File: src/rtl/alu_pkg.sv
// Shared definitions for the ALU driver: op codes, ALU control words and FSM states.
// Control words are ordered {zx, nx, zy, ny, f, no} from MSB to LSB.
package alu_pkg;

   typedef struct packed {
      logic zx;
      logic nx;
      logic zy;
      logic ny;
      logic f;
      logic no;
   } alu_ctl_t;

   typedef enum logic [1:0] {
      IDLE,
      DRIVE,
      RESP
   } state_e;

   localparam logic [4:0] OP_ZERO    = 5'd0;
   localparam logic [4:0] OP_ONE     = 5'd1;
   localparam logic [4:0] OP_NEG_ONE = 5'd2;
   localparam logic [4:0] OP_X       = 5'd3;
   localparam logic [4:0] OP_Y       = 5'd4;
   localparam logic [4:0] OP_NOT_X   = 5'd5;
   localparam logic [4:0] OP_NOT_Y   = 5'd6;
   localparam logic [4:0] OP_NEG_X   = 5'd7;
   localparam logic [4:0] OP_NEG_Y   = 5'd8;
   localparam logic [4:0] OP_X_INC   = 5'd9;
   localparam logic [4:0] OP_Y_INC   = 5'd10;
   localparam logic [4:0] OP_X_DEC   = 5'd11;
   localparam logic [4:0] OP_Y_DEC   = 5'd12;
   localparam logic [4:0] OP_ADD     = 5'd13;
   localparam logic [4:0] OP_X_SUB_Y = 5'd14;
   localparam logic [4:0] OP_Y_SUB_X = 5'd15;
   localparam logic [4:0] OP_AND     = 5'd16;
   localparam logic [4:0] OP_OR      = 5'd17;

   localparam alu_ctl_t CTL_ZERO    = 6'b101010;
   localparam alu_ctl_t CTL_ONE     = 6'b111111;
   localparam alu_ctl_t CTL_NEG_ONE = 6'b111010;
   localparam alu_ctl_t CTL_X       = 6'b001100;
   localparam alu_ctl_t CTL_Y       = 6'b110000;
   localparam alu_ctl_t CTL_NOT_X   = 6'b001101;
   localparam alu_ctl_t CTL_NOT_Y   = 6'b110001;
   localparam alu_ctl_t CTL_NEG_X   = 6'b001111;
   localparam alu_ctl_t CTL_NEG_Y   = 6'b110011;
   localparam alu_ctl_t CTL_X_INC   = 6'b011111;
   localparam alu_ctl_t CTL_Y_INC   = 6'b110111;
   localparam alu_ctl_t CTL_X_DEC   = 6'b001110;
   localparam alu_ctl_t CTL_Y_DEC   = 6'b110010;
   localparam alu_ctl_t CTL_ADD     = 6'b000010;
   localparam alu_ctl_t CTL_X_SUB_Y = 6'b010011;
   localparam alu_ctl_t CTL_Y_SUB_X = 6'b000111;
   localparam alu_ctl_t CTL_AND     = 6'b000000;
   localparam alu_ctl_t CTL_OR      = 6'b010101;

endpackage

File: src/rtl/alu_op_decode.sv
// Combinational op-code decoder: maps a 5-bit op code onto the six ALU control bits.
// Codes above OP_OR are flagged illegal and decode to an all-zero control word.
module alu_op_decode
   import alu_pkg::*;
(
   input  logic [4:0] op_i,
   output alu_ctl_t   ctl_o,
   output logic       legal_o
);

   always_comb begin
      ctl_o   = '0;
      legal_o = 1'b1;
      case (op_i)
         OP_ZERO:    ctl_o = CTL_ZERO;
         OP_ONE:     ctl_o = CTL_ONE;
         OP_NEG_ONE: ctl_o = CTL_NEG_ONE;
         OP_X:       ctl_o = CTL_X;
         OP_Y:       ctl_o = CTL_Y;
         OP_NOT_X:   ctl_o = CTL_NOT_X;
         OP_NOT_Y:   ctl_o = CTL_NOT_Y;
         OP_NEG_X:   ctl_o = CTL_NEG_X;
         OP_NEG_Y:   ctl_o = CTL_NEG_Y;
         OP_X_INC:   ctl_o = CTL_X_INC;
         OP_Y_INC:   ctl_o = CTL_Y_INC;
         OP_X_DEC:   ctl_o = CTL_X_DEC;
         OP_Y_DEC:   ctl_o = CTL_Y_DEC;
         OP_ADD:     ctl_o = CTL_ADD;
         OP_X_SUB_Y: ctl_o = CTL_X_SUB_Y;
         OP_Y_SUB_X: ctl_o = CTL_Y_SUB_X;
         OP_AND:     ctl_o = CTL_AND;
         OP_OR:      ctl_o = CTL_OR;
         default:    legal_o = 1'b0;
      endcase
   end

endmodule

File: src/rtl/alu_driver.sv
// Sequential initiator for the zx/nx/zy/ny/f/no ALU: takes one command, holds the ALU
// drive for SETTLE_CYCLES cycles, samples the result and offers it as a response.
module alu_driver
   import alu_pkg::*;
#(
   parameter int unsigned SETTLE_CYCLES = 1
) (
   input  logic       clk,
   input  logic       rst_n,
   input  logic       cmd_valid_i,
   output logic       cmd_ready_o,
   input  logic [4:0] cmd_op_i,
   input  logic [3:0] cmd_x_i,
   input  logic [3:0] cmd_y_i,
   output logic       alu_zx_o,
   output logic       alu_nx_o,
   output logic       alu_zy_o,
   output logic       alu_ny_o,
   output logic       alu_f_o,
   output logic       alu_no_o,
   output logic [3:0] alu_x_o,
   output logic [3:0] alu_y_o,
   input  logic [3:0] alu_o_i,
   output logic       rsp_valid_o,
   input  logic       rsp_ready_i,
   output logic [3:0] rsp_data_o,
   output logic       rsp_zr_o,
   output logic       rsp_ng_o,
   output logic       rsp_err_o
);

   localparam logic [3:0] SETTLE_LAST = 4'(SETTLE_CYCLES - 1);

   state_e     state_q;
   logic       cmd_ready_q;
   logic       rsp_valid_q;
   logic [3:0] cnt_q;
   logic [3:0] cnt_d;
   alu_ctl_t   ctl_q;
   logic [3:0] x_q;
   logic [3:0] y_q;
   logic [3:0] rsp_data_q;
   logic       rsp_zr_q;
   logic       rsp_ng_q;
   logic       rsp_err_q;

   alu_ctl_t   dec_ctl;
   logic       dec_legal;

   alu_op_decode u_decode (
      .op_i    (cmd_op_i),
      .ctl_o   (dec_ctl),
      .legal_o (dec_legal)
   );

   assign cnt_d = cnt_q + 4'd1;

   // The ALU drive registers are only written on a legal accept, so they persist
   // through IDLE and RESP and across illegal commands.
   always_ff @(posedge clk or negedge rst_n) begin
      if (!rst_n) begin
         state_q     <= IDLE;
         cmd_ready_q <= 1'b1;
         rsp_valid_q <= 1'b0;
         cnt_q       <= '0;
         ctl_q       <= '0;
         x_q         <= '0;
         y_q         <= '0;
         rsp_data_q  <= '0;
         rsp_zr_q    <= 1'b0;
         rsp_ng_q    <= 1'b0;
         rsp_err_q   <= 1'b0;
      end else begin
         case (state_q)
            IDLE: begin
               if (cmd_valid_i && cmd_ready_q) begin
                  cmd_ready_q <= 1'b0;
                  if (dec_legal) begin
                     ctl_q   <= dec_ctl;
                     x_q     <= cmd_x_i;
                     y_q     <= cmd_y_i;
                     cnt_q   <= '0;
                     state_q <= DRIVE;
                  end else begin
                     rsp_data_q  <= '0;
                     rsp_zr_q    <= 1'b0;
                     rsp_ng_q    <= 1'b0;
                     rsp_err_q   <= 1'b1;
                     rsp_valid_q <= 1'b1;
                     state_q     <= RESP;
                  end
               end
            end
            DRIVE: begin
               if (cnt_q == SETTLE_LAST) begin
                  rsp_data_q  <= alu_o_i;
                  rsp_zr_q    <= (alu_o_i == 4'd0);
                  rsp_ng_q    <= alu_o_i[3];
                  rsp_err_q   <= 1'b0;
                  rsp_valid_q <= 1'b1;
                  state_q     <= RESP;
               end else begin
                  cnt_q <= cnt_d;
               end
            end
            RESP: begin
               if (rsp_ready_i) begin
                  rsp_valid_q <= 1'b0;
                  cmd_ready_q <= 1'b1;
                  state_q     <= IDLE;
               end
            end
            default: begin
               rsp_valid_q <= 1'b0;
               cmd_ready_q <= 1'b1;
               state_q     <= IDLE;
            end
         endcase
      end
   end

   assign cmd_ready_o = cmd_ready_q;
   assign rsp_valid_o = rsp_valid_q;
   assign alu_zx_o    = ctl_q.zx;
   assign alu_nx_o    = ctl_q.nx;
   assign alu_zy_o    = ctl_q.zy;
   assign alu_ny_o    = ctl_q.ny;
   assign alu_f_o     = ctl_q.f;
   assign alu_no_o    = ctl_q.no;
   assign alu_x_o     = x_q;
   assign alu_y_o     = y_q;
   assign rsp_data_o  = rsp_data_q;
   assign rsp_zr_o    = rsp_zr_q;
   assign rsp_ng_o    = rsp_ng_q;
   assign rsp_err_o   = rsp_err_q;

endmodule

File: config.mk
export PLATFORM = sky130hd
export DESIGN_NAME = alu_driver
export DESIGN_NICKNAME = d
export VERILOG_FILES = /design/src/rtl/alu_pkg.sv /design/src/rtl/alu_op_decode.sv /design/src/rtl/alu_driver.sv
export SDC_FILE = /design/constraint.sdc
export NUM_CORES = 1
export LEC_CHECK = 0
export ABC_AREA = 0
export BUFFER_PORTS_ARGS = -buffer_cell sky130_fd_sc_hd__buf_2
export CORE_ASPECT_RATIO = 1.4
export CORE_MARGIN = 2
export CORE_UTILIZATION = 49
export DETAILED_ROUTE_END_ITERATION = 10
export MAX_ROUTING_LAYER = met4
export PLACE_DENSITY = 0.75
export SKIP_LAST_GASP = 1
export SLEW_MARGIN = 25
export SYNTH_ARGS = -nofsm -noshare
export SYNTH_HDL_FRONTEND = slang
export SYNTH_SLANG_ARGS = --single-unit
File: constraint.sdc
create_clock -name clk -period 2.35 [get_ports clk]
set_input_delay 0.47 -clock clk [delete_from_list [all_inputs] [get_ports clk]]
set_output_delay 0.47 -clock clk [all_outputs]
set_load 0.01 [all_outputs]
* Word-level counts from Yosys, hierarchy flattened
Cells that the tools add are included.
** Cells by class
- Reductions and logical operators :: 13
- Equal/unequal tests :: 25
- Muxes and demuxes :: 31
- $add $sub $neg :: 1
- Bitwise logic cells :: 1
** Operators with widths (count)
- case mux 6 bit (17 select lines) :: 1
- equality test 5 x 4 -> 1 bit, second input constant :: 8
- 2-to-1 mux 4 bit :: 6
- equality test 5 x 3 -> 1 bit, second input constant :: 4
- OR reduction 18 bit :: 1
- case mux 4 bit (2 select lines) :: 2
- 2-to-1 mux 1 bit :: 12
- inequality test 2 bit, second input constant :: 6
- AND reduction 4 bit :: 3
- equality test 5 x 2 -> 1 bit, second input constant :: 2
- equality test 5 bit, second input constant :: 2
- AND reduction 3 bit :: 3
- logical NOT 4 bit :: 2
- 2-to-1 mux 2 bit :: 4
- case mux 1 bit (2 select lines) :: 3
- case mux 1 bit (3 select lines) :: 2
- case mux 2 bit (3 select lines) :: 1
- equality test 5 x 1 -> 1 bit, second input constant :: 1
- logical NOT 5 bit :: 1
- adder 4 x 1 -> 4 bit, second input constant :: 1
- equality test 2 x 1 -> 1 bit, second input constant :: 1
- equality test 2 bit, second input constant :: 1
- logical NOT 2 bit :: 1
- nonzero test 2 bit :: 1
- 2 further kinds :: 2
** Storage, ports and cells
- Output and inout port bits :: 23
- Logic and storage cells :: 87
- Bits in registers :: 29
- Input bits :: 21

* Longest topological paths before layout
- Word-level depth :: 6
- Depth in mapped cells :: 6
- Gate-level depth less buffers :: 6

* Cells and area by module
From an unflattened synthesis, not the netlist that was laid out.
** Unflattened totals
- Cell total of the unflattened synthesis :: 123
- Area, all modules :: 1451.4 um^2
** By module, submodules not included
- alu_driver :: area an instance 1267.5 um^2, instances 1, cells each 93, sequential area each 701.9 um^2
- alu_op_decode :: area an instance 183.9 um^2, instances 1, cells each 30, sequential area each 0.0 um^2

* Least setup slack after synthesis
OpenSTA, ideal clock, no wires.
- Path kind :: register to register
- From :: register cnt_q[0]
- To :: register rsp_zr_q (netlist: rsp_zr_o)
- Path slack :: 672 ps
- Cell stages (with the launch flop) :: 7
- Arrival :: 1550 ps
- Cell sequence :: dfrtp_1 > inv_1 > ha_1 > or3b_4 > nand2_2 > nand3_2 > mux2_1
** On the way
- Longest elaborated chain between the ends :: 3
** Ends and longest elaborated chain
- from (decl) :: line alu_driver.sv:37 : logic [3:0] cnt_q;
- from (signal assigned) :: line alu_driver.sv:103 : cnt_q <= cnt_d;
- logical NOT 4 bit :: line alu_driver.sv:95 : if (cnt_q == SETTLE_LAST) begin
- inequality test 2 bit (no source line)
- AND reduction 4 bit (no source line)
- to (signal assigned) :: line alu_driver.sv:97 : rsp_zr_q <= (alu_o_i == 4'd0);
- to (decl) :: line alu_driver.sv:43 : logic rsp_zr_q;
No other way between the ends.
A chain may end at the register's enable or synchronous reset.

* Worst setup path after layout
Ends and elaborated chain as after synthesis.

==> results.yml <==
outcome:
  outcome: "completed"
route:
  post-route-drc-count: 0
  vias_per_cell: 5.39
  drt-met1-wl_um: 1030
  wl_met2_um: 1340
  drt_wl_total_um: 2620
  routedWlPerCell_um: 13.1
  dr.first_iter.drc_count: 14
  dr.pass1.iters: 4
  detail-route-antenna-nets: 0
  num_vias: 1072
  wl_met3_um: 109
  routed.top_layer: "met4"
timing:
  tightest_slew_ps: 579
  drv_slew: 0
  finalHoldViolCount: 0
  fin_ws_ps: 506
  skew_ps: 3.49
  fmax_mhz: 542
  setup_violations: 0
  fin_crit_ps: 1840
  rsz0062_at_grt: "no"
  tns_ps: 0
  slew-limit-headroom: 0.614
  min_period_over_period: 0.784
power:
  leakage_nw: 0.846
  power.density_nw_per_um2: 1060
  ir_drop_v: 0.000577
  p_total_mw: 1.73
clocking:
  cts_root_buffer: "clkbuf_4"
  clock-sinks: 28
  clock_latency_ps: 340
  hold_buffers: 0
  clkTransAtPathRegs_ps: 140
  cts_max_path_buffers: 2
  h-tree-depth: 1
  tritoncts: "yes"
  cts_buffers: 3
  cts_resized: 0
  postCtsSetupRepairBufs: 0
placement:
  place_ws_ps: 533
  gp_congestion: 0.769
  dp_hpwl_um: 2020
  port-buffer-count: 43
floorplanning:
  fp.dieArea_um2: 3170
  fp.coreArea_um2: 2620
  ios: 44
  rows: 22
  initial_core_util: 0.511
  die_y_um: 65.8
  die_w_um: 48.1
layout:
  antennaDiodeCount: 0
  layout.nets: 187
  fill_cells: 222
  syn2layout_area_growth_pct: 21.6
  regArea_um2: 702
  multiInputGateArea_um2: 581
  drive_gt1_frac: 0.393
yosys:
  async_flop_share: 1.00
  syn_area_um2: 1340
  ys_seq_elements: 28
  synth.most_common_cell: "dfrtp_1"
  synth_area_per_cell_um2: 11.2
  synth_top_area_frac: 0.506
  synth_ff_type: "dfrtp_1"
  synth_edf_count: 0
  synth.area.top_cells: "dfrtp_1, mux2_2, nand2_1"
  yosysTopAreaCell: "dfrtp_1"
  synth_cells: 119
  ys.warnings.count: 0
  synth_nets: 142
  synth_cell_types: 35
  ys_seq_area_frac: 0.525
  synth_common_cells: "dfrtp_1, nand2_1, mux2_2"
worst_setup_path:
  startpoint: "cnt_q[0]$_DFFE_PN0P_"
  r2r-end: "rsp_zr_o$_DFFE_PN0P_"
  cp.required_ps: 2590
  cp-end-kind: "register"
  r2r_setup_slack_ps: 510
  critPathArrivalTime_ps: 2080
  cp_slowest_cell: "dfrtp_1"
  reg2regPathDepth: 6
  slowest_delay_ps: 450
  crit_chain: "inv_1 -> ha_1 -> or3b_4 -> nand2_2 -> nand3_2 -> mux2_1"
  path_class: "register to register"
  regToRegStartpoint: "cnt_q[0]$_DFFE_PN0P_"
  worstSetupEndpoint: "rsp_zr_o$_DFFE_PN0P_"
  critPathMaxFanout: 8
  cp-start-kind: "register"
run:
  max_cap_violations: 0
global_route:
  grt_pass1_vias: 1044
  grt_antenna_before_repair: 0
  grt_pass1_wl_um: 4360
  grt-ovfl-total: 0
  track_usage: 0.202
  grt_max_degree: 29
min_path:
  hold_path.class: "input port to async pin"
## cell usage in the layout, fill, tap and decap left out, types with 2 or more instances in the layout
master    count
o31ai_1       5
nand2_1      10
o21ai_1       4
inv_1         8
dfrtp_1      27
nand3_1       5
buf_2        43
a21oi_1       7
xor2_1        2
a211oi_1      2
clkbuf_4      3
mux2_2        9
o21ai_0       4
nor2b_1       2
nor2_1        7
a22o_1        4
ha_1          2
mux2_1        2
## how the worst min path moves through the flow
| stage | to | cells after the start | startpoint | slack, ps |
|---|---|---|---|---|
| after floorplan | alu_f_o$_DFFE_PN0P_ | 0 | rst_n | 170 |
| after global placement | rsp_zr_o$_DFFE_PN0P_ | 1 | rsp_zr_o$_DFFE_PN0P_ | 470 |
| after detailed placement | alu_zx_o$_DFFE_PN0P_ | 2 | alu_zx_o$_DFFE_PN0P_ | 480 |
| after CTS | state_q[1]$_DFFE_PN0P_ | 1 | rst_n | 110 |
| after global routing | rsp_data_o[2]$_DFFE_PN0P_ | 1 | rst_n | 120 |
| final | rsp_valid_o$_DFFE_PN0P_ | 1 | rst_n | 110 |
## cell families after synthesis
group | count (synthesis) | synth area share
flip-flops | 28 | 0.525
AND/OR/NAND/NOR | 33 | 0.140
XOR/XNOR | 3 | 0.0197
multiplexers | 11 | 0.0927
AO/OA/AOI/OAI | 31 | 0.164
buffers and inverters | 11 | 0.0403
adder cells (fa/ha/maj) | 2 | 0.0187
## routing by layer
layer  vias up  GRT usage
met3        11     0.0191
met2        38      0.322
met1       510      0.221
met4         0      0.152
met5         -          -
li1        513          -
## through the flow
stage | cell area (µm²) | instances | utilization | hold slack, ps
floorplan | 1340 | 119 | - | 174
global route | 1630 | 199 | 0.622 | 124
finish | 1630 | 199 | 0.622 | 106
global placement | 1570 | 195 | 0.601 | 472
CTS | 1630 | 199 | 0.622 | 114
detailed placement | 1570 | 195 | 0.601 | 477
## worst max-delay path: cells and delay by family (launching register included)
family	cells	cell delay, ps
AND/OR/NAND/NOR	3	720
adder cells (fa/ha/maj)	1	130
multiplexers	1	360
buffers and inverters	1	80
flip-flops	1	450
## where the power goes
part | switching (mW) | internal [mW] | leakage (nW)
combinational | 0.326 | 0.293 | 0.457
clock | 0.141 | 0.173 | 0.0279
sequential | 0.129 | 0.667 | 0.362
total | 0.597 | 1.13 | 0.846
## flip-flops by register name (all words and copies together) (netlist names)
name and count:
alu_f_o 1, alu_no_o 1, alu_nx_o 1, alu_ny_o 1, alu_x_o 4, alu_y_o 4, alu_zx_o 1, alu_zy_o 1
cmd_ready_o 1, cnt_q 4, rsp_data_o 4, rsp_err_o 1, rsp_valid_o 1, rsp_zr_o 1, state_q 2
## area by class of cell
class / instances / share of cell area
Sequential cell: 28 / 0.432
Multi-Input combinational cell: 80 / 0.357
Timing Repair Buffer: 43 / 0.132
Tap cell: 36 / 0.0277
Clock inverter: 1 / 0.0185
Inverter: 8 / 0.0185
Clock buffer: 3 / 0.0139
(Power assumes the default switching activity.)
